**src/rtl/bcd_serial_add_ctrl.sv**
```systemverilog
// Digit-serial packed-BCD adder: one shared 4-bit add + decimal correct per clock,
// least-significant digit first, with start/busy/done sequencing.
module bcd_serial_add_ctrl #(
  parameter int unsigned DIGITS = 4
) (
  input  logic                  clock,
  input  logic                  resetn,
  input  logic                  start,
  input  logic [4*DIGITS-1:0]   a_bcd,
  input  logic [4*DIGITS-1:0]   b_bcd,
  input  logic                  cin,
  output logic [4*DIGITS-1:0]   sum_bcd,
  output logic                  cout,
  output logic                  busy,
  output logic                  done,
  output logic                  err
);

  localparam int unsigned W  = 4 * DIGITS;
  localparam int unsigned IW = (DIGITS > 1) ? $clog2(DIGITS) : 1;

  typedef enum logic [1:0] {
    IDLE = 2'd0,
    ADD  = 2'd1,
    DONE = 2'd2
  } state_t;

  state_t          state;
  logic [IW-1:0]   idx;
  logic            carry;
  logic [W-1:0]    a_q;
  logic [W-1:0]    b_q;

  logic [3:0]      a_d;
  logic [3:0]      b_d;
  logic [4:0]      s;
  logic [3:0]      digit;
  logic            carry_nxt;
  logic            bad_digit;

  // Select the current digit pair and apply the decimal correction.
  always_comb begin
    a_d = 4'd0;
    b_d = 4'd0;
    for (int i = 0; i < int'(DIGITS); i++) begin
      if (idx == IW'(i)) begin
        a_d = a_q[4*i +: 4];
        b_d = b_q[4*i +: 4];
      end
    end
    s         = 5'(a_d) + 5'(b_d) + 5'(carry);
    carry_nxt = (s > 5'd9);
    digit     = carry_nxt ? 4'(s + 5'd6) : s[3:0];
    bad_digit = (a_d > 4'd9) || (b_d > 4'd9);
  end

  // Sequencer, datapath registers and registered status outputs.
  always_ff @(posedge clock) begin
    if (!resetn) begin
      state   <= IDLE;
      idx     <= '0;
      carry   <= 1'b0;
      a_q     <= '0;
      b_q     <= '0;
      sum_bcd <= '0;
      cout    <= 1'b0;
      busy    <= 1'b0;
      done    <= 1'b0;
      err     <= 1'b0;
    end else begin
      case (state)
        IDLE: begin
          done <= 1'b0;
          if (start) begin
            a_q     <= a_bcd;
            b_q     <= b_bcd;
            carry   <= cin;
            idx     <= '0;
            sum_bcd <= '0;
            cout    <= 1'b0;
            err     <= 1'b0;
            busy    <= 1'b1;
            state   <= ADD;
          end
        end
        ADD: begin
          for (int i = 0; i < int'(DIGITS); i++) begin
            if (idx == IW'(i)) sum_bcd[4*i +: 4] <= digit;
          end
          carry <= carry_nxt;
          err   <= err | bad_digit;
          if (idx == IW'(DIGITS - 1)) begin
            cout  <= carry_nxt;
            busy  <= 1'b0;
            done  <= 1'b1;
            state <= DONE;
          end else begin
            idx <= idx + IW'(1);
          end
        end
        DONE: begin
          done  <= 1'b0;
          state <= IDLE;
        end
        default: begin
          busy  <= 1'b0;
          done  <= 1'b0;
          state <= IDLE;
        end
      endcase
    end
  end

endmodule

```
**config.mk**
```make
export PLATFORM = sky130hd
export DESIGN_NAME = bcd_serial_add_ctrl
export DESIGN_NICKNAME = d
export VERILOG_FILES = /design/src/rtl/bcd_serial_add_ctrl.sv
export SDC_FILE = /design/constraint.sdc
export NUM_CORES = 1
export LEC_CHECK = 0
export ABC_AREA = 1
export CORE_AREA = 2 2 81 83
export CTS_CLUSTER_DIAMETER = 200
export DETAILED_ROUTE_END_ITERATION = 6
export DIE_AREA = 0 0 83 85
export MAX_ROUTING_LAYER = met4
export PLACE_DENSITY = 0.8
export SLEW_MARGIN = 20
export SYNTH_ARGS = -nofsm -noshare
export SYNTH_HDL_FRONTEND = slang
export SYNTH_SLANG_ARGS = --single-unit
```
**constraint.sdc**
```tcl
create_clock -name clock -period 3.7 [get_ports clock]
set_input_delay 1.11 -clock clock [delete_from_list [all_inputs] [get_ports clock]]
set_output_delay 1.11 -clock clock [all_outputs]
set_load 0.005 [all_outputs]
```
; Word-level counts from Yosys, hierarchy flattened
; Cells that the tools add are included.
; W data, S select, Z words.
[totals]
reg_bits = 57
inputBits = 36
out_inout_bits = 20
word_cells = 77
[classes]
add_sub_neg = 4
n_lt_le_gt_ge = 3
n_eq_ne = 11
muxes = 30
bitwise = 2
reduce_logical = 14
[ops]
columns = operator, n
row1 = $mux W4, 13
row2 = $pmux W16 S2, 1
row3 = $reduce_and A3 Y1, 6
row4 = $mux W16, 1
row5 = $ne A2 B2 Y1 const B, 6
row6 = $gt A4 B4 Y1 const B, 2
row7 = $mux W2, 4
row8 = $pmux W2 S2, 2
row9 = $reduce_and A2 Y1, 4
row10 = $eq A2 B2 Y1 const B, 3
row11 = $pmux W1 S2, 3
row12 = $add A4 B4 Y5, 1
row13 = $add A5 B1 Y5, 1
row14 = $gt A5 B4 Y1 const B, 1
row15 = $mux W1, 5
row16 = $add A4 B3 Y4 const B, 1
row17 = $eq A2 B1 Y1 const B, 2
row18 = $logic_not A2 Y1, 2
row19 = $pmux W1 S3, 1
row20 = $add A2 B1 Y2 const B, 1
row21 = $reduce_bool A2 Y1, 1
row22 = $logic_or A1 B1 Y1, 1
row23 = $not A1 Y1, 1
row24 = $or A1 B1 Y1, 1

; Depth between registers and ports, before layout
; Gate-level depths: netlist of run 1.
[logic_depth]
word_depth = 11
mapped_depth = 21
ltp_nobuf = 21

; Worst setup path before layout of run 1
; Ideal clock, no wire load.
[synth_timing]
path_type = reg-to-reg
startpoint = register idx[1]
endpoint = register sum_bcd[3]
setup_ns = 0.125
arrival_time_ns = 3.068
required_ns = 3.575
slack_ns = 0.507
stages_incl_launch_ff = 20
n_path_buf = 1
period_less_slack_ns = 3.193
cell_sequence = dfxtp_1 -> inv_1 -> ha_1 -> buf_2 -> nor2_4 -> a22oi_1 -> o21ai_0 -> o21ai_0 -> fa_1 -> fa_1 -> nand2_1 -> nand2_1 -> ha_1 -> nand2_1 -> a21boi_1 -> nand2_1 -> nand2_1 -> nand3_1 -> nand2_1 -> a21oi_1
[synth_between]
elab_chain_cells = 11
word_cells_on_any_way = 21
cone_classes = add/sub (3) / order compare (1) / eq/ne (4) / mux (11) / reduce/logical (2)
[synth_lines]
columns = element, line_no
row1 = from (decl), 29  ; logic [IW-1:0] idx;
row2 = from (signal assigned), 98  ; idx <= idx + IW'(1);
row3 = $logic_not A2 Y1, "46, 88"
row4 = $mux W4 (4 in a row), 46  ; if (idx == IW'(i)) begin
row5 = $add A4 B4 Y5, 51  ; s = 5'(a_d) + 5'(b_d) + 5'(carry);
row6 = $add A5 B1 Y5, 51
row7 = $add A4 B3 Y4 or $gt A5 B4 Y1 (tied branches), "53, 52"
row8 = $mux W4, 53  ; digit = carry_nxt ? 4'(s + 5'd6) : s[3:0];
row9 = $mux W4, 88  ; if (idx == IW'(i)) sum_bcd[4*i +: 4] <= digit;
row10 = $pmux W16 S2, 71  ; case (state)
row11 = "to (signal, indexed assignment)", 88
row12 = to (decl), 12  ; output logic [4*DIGITS-1:0] sum_bcd,
; Parallel ways exist; a longest one is shown, timed or not. The select of a mux whose other input is x is not followed.
; A chain may end at the register's enable or synchronous reset.

; Worst setup path after layout of run 1
[layout_timing]
startpoint = register idx[0]
endpoint = register sum_bcd[3]
; Same word-level chain as after synthesis.

==> results.md, run 1 <==
- Worst VDD drop: 322 uV
- Synth area leaders: dfxtp_1, nor2_1, o21ai_0
- Rows: 29
- Slew @ Worst Pin: just under 0.7 ns
- Initial Utilization: about two fifths
- R2R Setup Slk: about 0.32 ns
- Syn nets: a little under 400
- Number of flops mapped to enable cells by yosys: 0
- HP Start: a_q[14]
- Hold Buf Count CTS: 0
- Reg-to-reg critical path startpoint: idx[0]
- Top-count cell post-synth: nor2_1
- Pin count of the biggest net entering global routing: 41
- Cell area after layout: 3470 um^2
- DP Cell Count: 470
- Total power of the final layout: 1790 uW
- Port bufs: between 50 and 60
- Critical Path Sink Type: flop
- Grt total ovfl: 0
- RR Endpoint: sum_bcd[3]
- # fillers: 570
- H-tree depth: 3
- Max-slew violations: 0
- Routed WL per cell: 12.6 um
- Crit Path Class: reg2reg
- Count of final setup violators: 0
- Drt initial violations: between 150 and 200
- PD cells: roughly 520 nW/um^2
- CP Data Arrival Time: between 3 and 4 ns
- Element type at the critical path start: flop
- CP Launch Point: idx[0]
- Fin Setup TNS: 0 ns
- Synth warn: 0
- Fin crit share: approximately nine tenths
- Placement Setup Slack: between 0.1 and 0.15 ns
- Crit Path Max Fanout: 4
- Synth area leader: dfxtp_1
- Max-slew headroom: between 50% and 60%
- Final Non-Filler Cells: between 400 and 500
- Die Y-Extent: roughly 85 um
- Core area: 6200 um^2
- Final Hold Fails: 0
- Vias per inst: between 5 and 6
- Distinct cells, synth: 27
- Post-synth ARST share: 0%
- Clock Pin Slew Worst Setup and Hold Paths: ~0.060 ns
- First-pass GRT wire length: 10.5 mm
- Synth Instances: 349
- Final wirelength: between 6 and 7 mm
- Via count: about 2500
- Clock sinks: 57
- Share of layout cells above drive strength 1: about a tenth
- Reg2reg path depth: 19
- Drt drc: 0
- Initial antenna violation count: 0
- Dpl hpwl: about 4.5 mm
- Post-synth top cells: nor2_1, dfxtp_1, o21ai_0
- Main synth FF type: dfxtp_1
- All-Layer GR Usage: between 10% and 20%
- Crit path capture: sum_bcd[3]
- Placed inst area: about 3200 um^2
- Area Overhead vs Synth: 33.2%
- Worst setup margin: ~0.32 ns
- Status: completed
- CTS tree: done
- TritonCTS buffer count: 9
- Clk_lat worst skew: 0.34 ns
- DIE WIDTH: between 80 and 90 um
- Crit path time final: about 3.4 ns
- Max-cap viol count: 0
- GP Congestion: just under 0.9
- DR pass1 iterations: 4
- Final ANT Viol Nets: 0
- I/O pin cnt: 56
- RSZ-0062 raised after global routing: no
- WP data required: slightly below 4 ns
- CTS Root Cell: clkbuf_8
- Vias in the first global route: around 2400
- Flops & latches, synth: 57
- N_diodes: 0
- Die ar.: 7060 um^2
- Bufs on Longest Clock Path: 2
- Clk_skew: between 0.009 and 0.01 ns
- Post-Syn Area: about 2600 um^2
- Final net count: between 400 and 500
- Lkg Pwr: about 0.0015 uW
- Cell depth of the worst hold path: 2
- Synthesized area per cell: 7.46 um^2
- Hold Crit Class: reg2reg
- Post-synthesis sequential area ratio: between 40% and 50%
- Maximum clock frequency: 296 MHz
- Top cell type's share of synthesized area: between 40% and 50%
per-layer routing:
layer | share of wire, % | global-route usage [%] | vias to the layer above
li1 | - | - | 1265
met1 | 44 | 20.9 | 1131
met2 | 49 | 31.5 | 65
met3 | 4.9 | 4.77 | 14
met4 | 2.1 | 10.3 | 0
met5 | 0 | - | -
stage by stage:
step	hold WS, ns	utilization (%)
after CTS	0.465	55.6
after floorplan	0.429	-
after global routing	0.482	55.9
final	0.463	55.9
after detailed placement	0.457	51.6
after global placement	0.442	51.6
worst min-delay path by stage:
| stage | slack (ns) | to |
|---|---|---|
| 2_1_floorplan | 0.43 | a_q[14] |
| 3_3_place_gp | 0.44 | b_q[10] |
| 3_5_place_dp | 0.46 | a_q[14] |
| 4_1_cts | 0.47 | a_q[14] |
| 5_1_grt | 0.48 | a_q[14] |
| 6_report | 0.46 | a_q[14] |
layout make-up:
type,instances,area (um^2),share of cell area (%)
clock inverters,5,103,2.96
well taps,77,96.3,2.78
clock buffers,11,141,4.08
flip-flops and latches,57,1140,32.9
multi-input cells,248,1280,36.9
inverters,28,105,3.03
repair buffers,62,603,17.4
logic make-up after synthesis:
logic type	synth area share (%)
buffers and inverters	7.35
adder cells (fa/ha/maj)	5.38
AND/OR/NAND/NOR	20.4
flip-flops	43.8
AO/OA/AOI/OAI	23.1
layout by cell type (no fill, tap or decap), types with 9 or more instances in the layout:
master / n
nor2_1: 72
o21ai_1: 9
inv_1: 23
clkdlybuf4s50_1: 55
dfxtp_1: 57
nand2_1: 44
o21ai_0: 51
a21oi_1: 34
clkbuf_8: 10
state kept, by name (all words and copies together), names as in the netlist:
register,flops
a_q,16
b_q,16
sum_bcd,16
idx,2
state,2
busy,1
carry,1
cout,1
done,1
err,1
power breakdown:
part | switching, uW | internal [uW]
Combinational | 213 | 175
Clock | 241 | 464
Sequential | 29.5 | 668
worst max-delay path: stages, from the launching register on:
cell and delay, ns:
dfxtp_1 0.34, inv_1 0.11, ha_1 0.19, inv_2 0.07, nor2_4 0.14, a22oi_1 0.09
o21ai_0 0.14, o21ai_0 0.15, fa_2 0.41, fa_1 0.45, nand2_1 0.08, nand2_1 0.09
ha_1 0.24, nand2_1 0.06, a21boi_1 0.14, nand2_1 0.11, nand2_1 0.14, nand3_1 0.11
nand2_1 0.13, a21oi_1 0.08
what timing repair did:
item                       4_1_cts  5_1_grt
gates resized for setup          0        3
setup endpoints to repair        0       14
buffers inserted                 0        2
Power figures use the tool's default switching activity.
==> run 2, diff against run 1 <==
- RECOVER_POWER: not set -> 50
==> run 2 against run 1 <==
Effect of this change: first-iteration DRC count is 17% lower; register-to-register slack is essentially flat; cell count stayed put; largest cell class unchanged; sequential power barely moved; non-clock buffer count did not move; sequential share of layout area up 0.13 points; routed wire length is 0.34% higher; critical path type unchanged; power is 0.43% lower; die area is the same.
==> results.md, run 2 (same netlist as run 1, synthesis figures left out) <==
- CTS tree: done
- Vias in the first global route: roughly 2400
- Clock Pin Slew Worst Setup and Hold Paths: 0.06 ns
- Final Hold Fails: 0
- CTS Root Cell: clkbuf_8
- Routed WL per cell: 12.6 um
- Port bufs: 55
- CP Data Arrival Time: roughly 3.6 ns
- Worst VDD drop: 321 uV
- Hold Buf Count CTS: 0
- RSZ-0062 raised after global routing: no
- Share of layout cells above drive strength 1: around 8.5%
- Clock sinks: 57
- Worst-path cell chain: inv_1, ha_1, inv_2, nor2_4, a22oi_1, o21ai_0, o21ai_0, fa_2, fa_1, nand2_1, nand2_1, ha_1, nand2_1, a21boi_1, nand2_1, nand2_1, nand3_1, nand2_1, a21oi_1
- Final Non-Filler Cells: slightly below 500
- Initial antenna violation count: 0
- Vias per inst: between 5 and 6
- Util after Layout: 55.7%
- Max-cap viol count: 0
- Drt drc: 0
- All-Layer GR Usage: 19.0%
- Via count: 2467
- TritonCTS buffer count: 9
- Grt total ovfl: 0
- Count of final setup violators: 0
- Maximum clock frequency: about 300 MHz
- Status: completed
- Largest regs: a_q (16), b_q (16), sum_bcd (16)
- Cell area after layout: between 3000 and 4000 um^2
- I/O pin cnt: 56
- Area Overhead vs Synth: 32.7%
- GP Congestion: between 0.8 and 0.9
- Crit Path Class: reg2reg
- H-tree depth: 3
- CP dominant cell by count: nand2_1
- Worst path slowest cell: fa_1
- Die ar.: around 7100 um^2
- Placed inst area: 3200 um^2
- Commonest non-fill, non-tap cell in the layout: nor2_1
- Clk_lat worst skew: about 0.35 ns
- Initial Utilization: about two fifths
- Max-slew violations: 0
- First-pass GRT wire length: between 10 and 15 mm
- Final wirelength: approximately 6.2 mm
- Lkg Pwr: 0.00154 uW
- DP Cell Count: 470
- Crit Path Max Fanout: 4
- DR pass1 iterations: 4
- Bufs on Longest Clock Path: 2
- Rows: 29
- Slew @ Worst Pin: 1.15 ns
- Critical Path Sink Type: flop
- Most frequent cells in the layout: nor2_1, dfxtp_1, o21ai_0, nand2_1, clkdlybuf4s50_1
- Dpl hpwl: between 4 and 5 mm
- N_diodes: 0
- Drt initial violations: 127
- Element type at the critical path start: flop
- DIE WIDTH: between 80 and 90 um
- Max-slew headroom: 23.4%
- Core area: ~6200 um^2
- Pin count of the biggest net entering global routing: 41
- Clk_skew: 0.00975 ns
- Fin crit share: 91.3%
- Slowest cell delay on critical path: about 0.45 ns
- Die Y-Extent: between 80 and 90 um
- WP data required: 3.92 ns
- PD cells: about 520 nW/um^2
- Crit path time final: approximately 3.4 ns
- Final ANT Viol Nets: 0
- Final net count: 452
- Hold Crit Class: reg2reg
- Fin Setup TNS: 0 ns
[run 2: cell count changes in the layout (fill, tap and decap cells not counted), sizes merged]
cell	change
clkbuf	+3
clkdlybuf4s50	-14
dlygate4sd3	+14
buf	-3
[run 2: final cells by class]
type	instances	area (um^2)
timing repair buffer	62	592
clock buffer	11	141
fill	576	2750
inverter	28	105
multi-input combinational	248	1280
clock inverter	5	103
tap	77	96.3
sequential	57	1140
[run 2: worst paths after layout]
kind,slack [ns],end,start,cells after the start
worst max-delay path,0.32,sum_bcd[3],idx[0],19
worst min-delay path,0.46,busy,busy,2
worst max register to register,0.32,sum_bcd[3],idx[0],19
worst min register to register,0.46,busy,busy,2
[run 2: critical path: cells and delay by family, from the launching register on]
kind | cells | cell delay (ns)
adder cells (fa/ha/maj) | 4 | 1.30
AND/OR/NAND/NOR | 8 | 0.85
AO/OA/AOI/OAI | 5 | 0.60
flip-flops | 1 | 0.34
buffers and inverters | 2 | 0.18
[run 2: routing by layer]
metal / wire length [um] / vias up / global-route usage [%]
met1: 2680 / 1128 / 20.9
met2: 3030 / 63 / 31.5
met4: 124 / 0 / 10.3
li1: - / 1263 / -
met3: 336 / 13 / 4.77
met5: 0 / - / -
[run 2: timing repair]
item	CTS	global route
resized for setup	0	3
hold endpoints to repair	0	0
endpoints found under the setup margin	0	14
setup buffers	0	2
[run 2: per-stage QoR]
step	total power [uW]	setup WS [ns]	hold slack, ns
floorplan	950	0.507	0.429
finish	1780	0.322	0.460
global placement	1080	0.328	0.442
global route	1880	0.000620	0.486
detailed placement	1090	0.134	0.457
CTS	1800	0.125	0.465
[run 2: power breakdown]
part / internal, uW / switching (uW)
combinational: 168 / 214
clock: 464 / 241
sequential: 668 / 28.7
total: 1300 / 484
==> run 3, diff against run 2 <==
- CTS_BUF_LIST: not set -> sky130_fd_sc_hd__clkbuf_4 sky130_fd_sc_hd__clkbuf_8
==> run 3 against run 2 <==
Effect of this change: register-to-register slack is essentially flat; largest power group unchanged; utilization up 0.060 points; via count about the same; routed wire length about the same; sequential share of layout area hardly changed; sequential power about the same; cell count is the same; hold slack about the same; global-route usage unchanged; design area grew 0.11%; clock power up 1%.
==> results.md, run 3 (same netlist as run 1, synthesis figures left out) <==
- Count of final setup violators: 0
- R2R Setup Slk: ~0.33 ns
- Crit path time final: about 3.4 ns
- Lkg Pwr: 0.00155 uW
- RR Endpoint: sum_bcd[3]
- DP Cell Count: 470
- CP Data Arrival Time: 3.59 ns
- Clock sinks: 57
- Clk_lat worst skew: approximately 0.34 ns
- PD cells: 518 nW/um^2
- Routed WL per cell: approximately 13 um
- Largest regs: a_q (16), b_q (16), sum_bcd (16)
- Fin Setup TNS: 0 ns
- Die Y-Extent: approximately 85 um
- Core area: around 6200 um^2
- Max-slew headroom: a little under a quarter
- Drt drc: 0
- All-Layer GR Usage: 19.0%
- CTS tree: done
- Die ar.: 7060 um^2
- Area Overhead vs Synth: 32.8%
- Worst Hold Path EP: busy
- Final wirelength: ~6 mm
- Most frequent cells in the layout: nor2_1, dfxtp_1, o21ai_0, nand2_1, clkdlybuf4s50_1
- Reg-to-reg critical path startpoint: idx[0]
- Final Non-Filler Cells: a little under 500
- Top Usage Layer GRT: met2
- Critical Path Sink Type: flop
- Total power of the final layout: between 1500 and 2000 uW
- Hold Crit Class: reg2reg
- Maximum clock frequency: just under 300 MHz
- Rows: 29
- Worst setup margin: between 0.3 and 0.4 ns
- Vias per inst: approximately 5
- Element type at the critical path start: flop
- Met1 usage: between 20% and 30%
- I/O pin cnt: 56
- H-tree depth: 3
- First-pass GRT wire length: around 10 mm
- Cell depth of the worst hold path: 2
- Max-slew violations: 0
- Fin crit share: 91.2%
- DIE WIDTH: 83 um
- TritonCTS buffer count: 9
- Util after Layout: 55.8%
- Vias in the first global route: 2438
- Worst VDD drop: ~320 uV
- Reg2reg path depth: 19
- # fillers: ~580
- GP Congestion: 0.871
- CTS Root Cell: clkbuf_8
- Final Hold Fails: 0
- Placement Setup Slack: ~0.13 ns
- DR pass1 iterations: 4
- Dpl hpwl: between 4 and 5 mm
- Pin count of the biggest net entering global routing: a little over 40
- Met3 Track Usage GR: about 4.8%
- WP data required: just under 4 ns
- Status: completed
- RSZ-0062 raised after global routing: no
- Initial Utilization: 42.0%
- Grt total ovfl: 0
- Commonest non-fill, non-tap cell in the layout: nor2_1
- Final ANT Viol Nets: 0
- Crit Path Max Fanout: 4
- Drt initial violations: ~130
- Slew @ Worst Pin: around 1.2 ns
- Port bufs: 55
- HP Start: busy
- Crit Path Class: reg2reg
- Met2 Use GR: a little under a third
- Final net count: roughly 450
- Bufs on Longest Clock Path: 2
- Via count: between 2000 and 2500
- Max-cap viol count: 0
- Share of layout cells above drive strength 1: 8.76%
- Initial antenna violation count: 0
- Clock Pin Slew Worst Setup and Hold Paths: 0.06 ns
- Clk_skew: between 0.009 and 0.01 ns
- N_diodes: 0
==> run 3: cell counts in the layout (fill, tap and decap cells not counted) <==
No cell type changed its count.
==> run 3: worst max-delay path by stage <==
stage / from / endpoint / slack (ns)
final: idx[0] / sum_bcd[3] / 0.33
after floorplan: idx[1] / sum_bcd[3] / 0.51
after CTS: idx[1] / sum_bcd[3] / 0.13
after detailed placement: idx[1] / sum_bcd[3] / 0.13
after global routing: idx[1] / sum_bcd[3] / 0.0006
after global placement: idx[1] / sum_bcd[3] / 0.33
==> run 3: cell type report <==
cell class / instances / area [um^2] / area share (%)
Sequential cell: 57 / 1140 / 33.0
Multi-Input combinational cell: 248 / 1280 / 36.9
Clock inverter: 5 / 103 / 2.97
Timing Repair Buffer: 62 / 592 / 17.1
Clock buffer: 11 / 145 / 4.20
Tap cell: 77 / 96.3 / 2.78
Inverter: 28 / 105 / 3.04
==> run 3: routing by layer <==
| layer | part of all wire [%] | wire length (um) | vias to the layer above |
|---|---|---|---|
| li1 | - | - | 1264 |
| met1 | 44 | 2710 | 1133 |
| met2 | 49 | 3020 | 57 |
| met3 | 4.9 | 302 | 14 |
| met4 | 2.1 | 127 | 0 |
| met5 | 0 | 0 | - |
==> run 3: timing repair <==
item,4_1_cts,5_1_grt
resized for setup,0,3
hold buffers,0,0
setup endpoints to repair,0,14
buffers inserted,0,2
==> run 3: per-stage QoR <==
step | area [um^2] | hold slack, ns
2_1_floorplan | 2610 | 0.429
3_3_place_gp | 3200 | 0.442
3_5_place_dp | 3200 | 0.457
4_1_cts | 3450 | 0.465
5_1_grt | 3460 | 0.486
6_report | 3460 | 0.460
==> run 3: worst max-delay path, stage by stage (launching register included) <==
cell and delay, ns:
dfxtp_1 0.34, inv_1 0.11, ha_1 0.19, inv_2 0.07
nor2_4 0.14, a22oi_1 0.09, o21ai_0 0.14, o21ai_0 0.15
fa_2 0.42, fa_1 0.45, nand2_1 0.08, nand2_1 0.09
ha_1 0.24, nand2_1 0.06, a21boi_1 0.15, nand2_1 0.10
nand2_1 0.14, nand3_1 0.10, nand2_1 0.13, a21oi_1 0.08
==> run 3: where the power goes <==
| group | total [uW] | internal, uW | leakage [uW] | switching, uW |
|---|---|---|---|---|
| combinational | 381 | 168 | 0.000953 | 213 |
| sequential | 697 | 668 | 0.000471 | 28.7 |
| clock | 713 | 472 | 0.000123 | 241 |
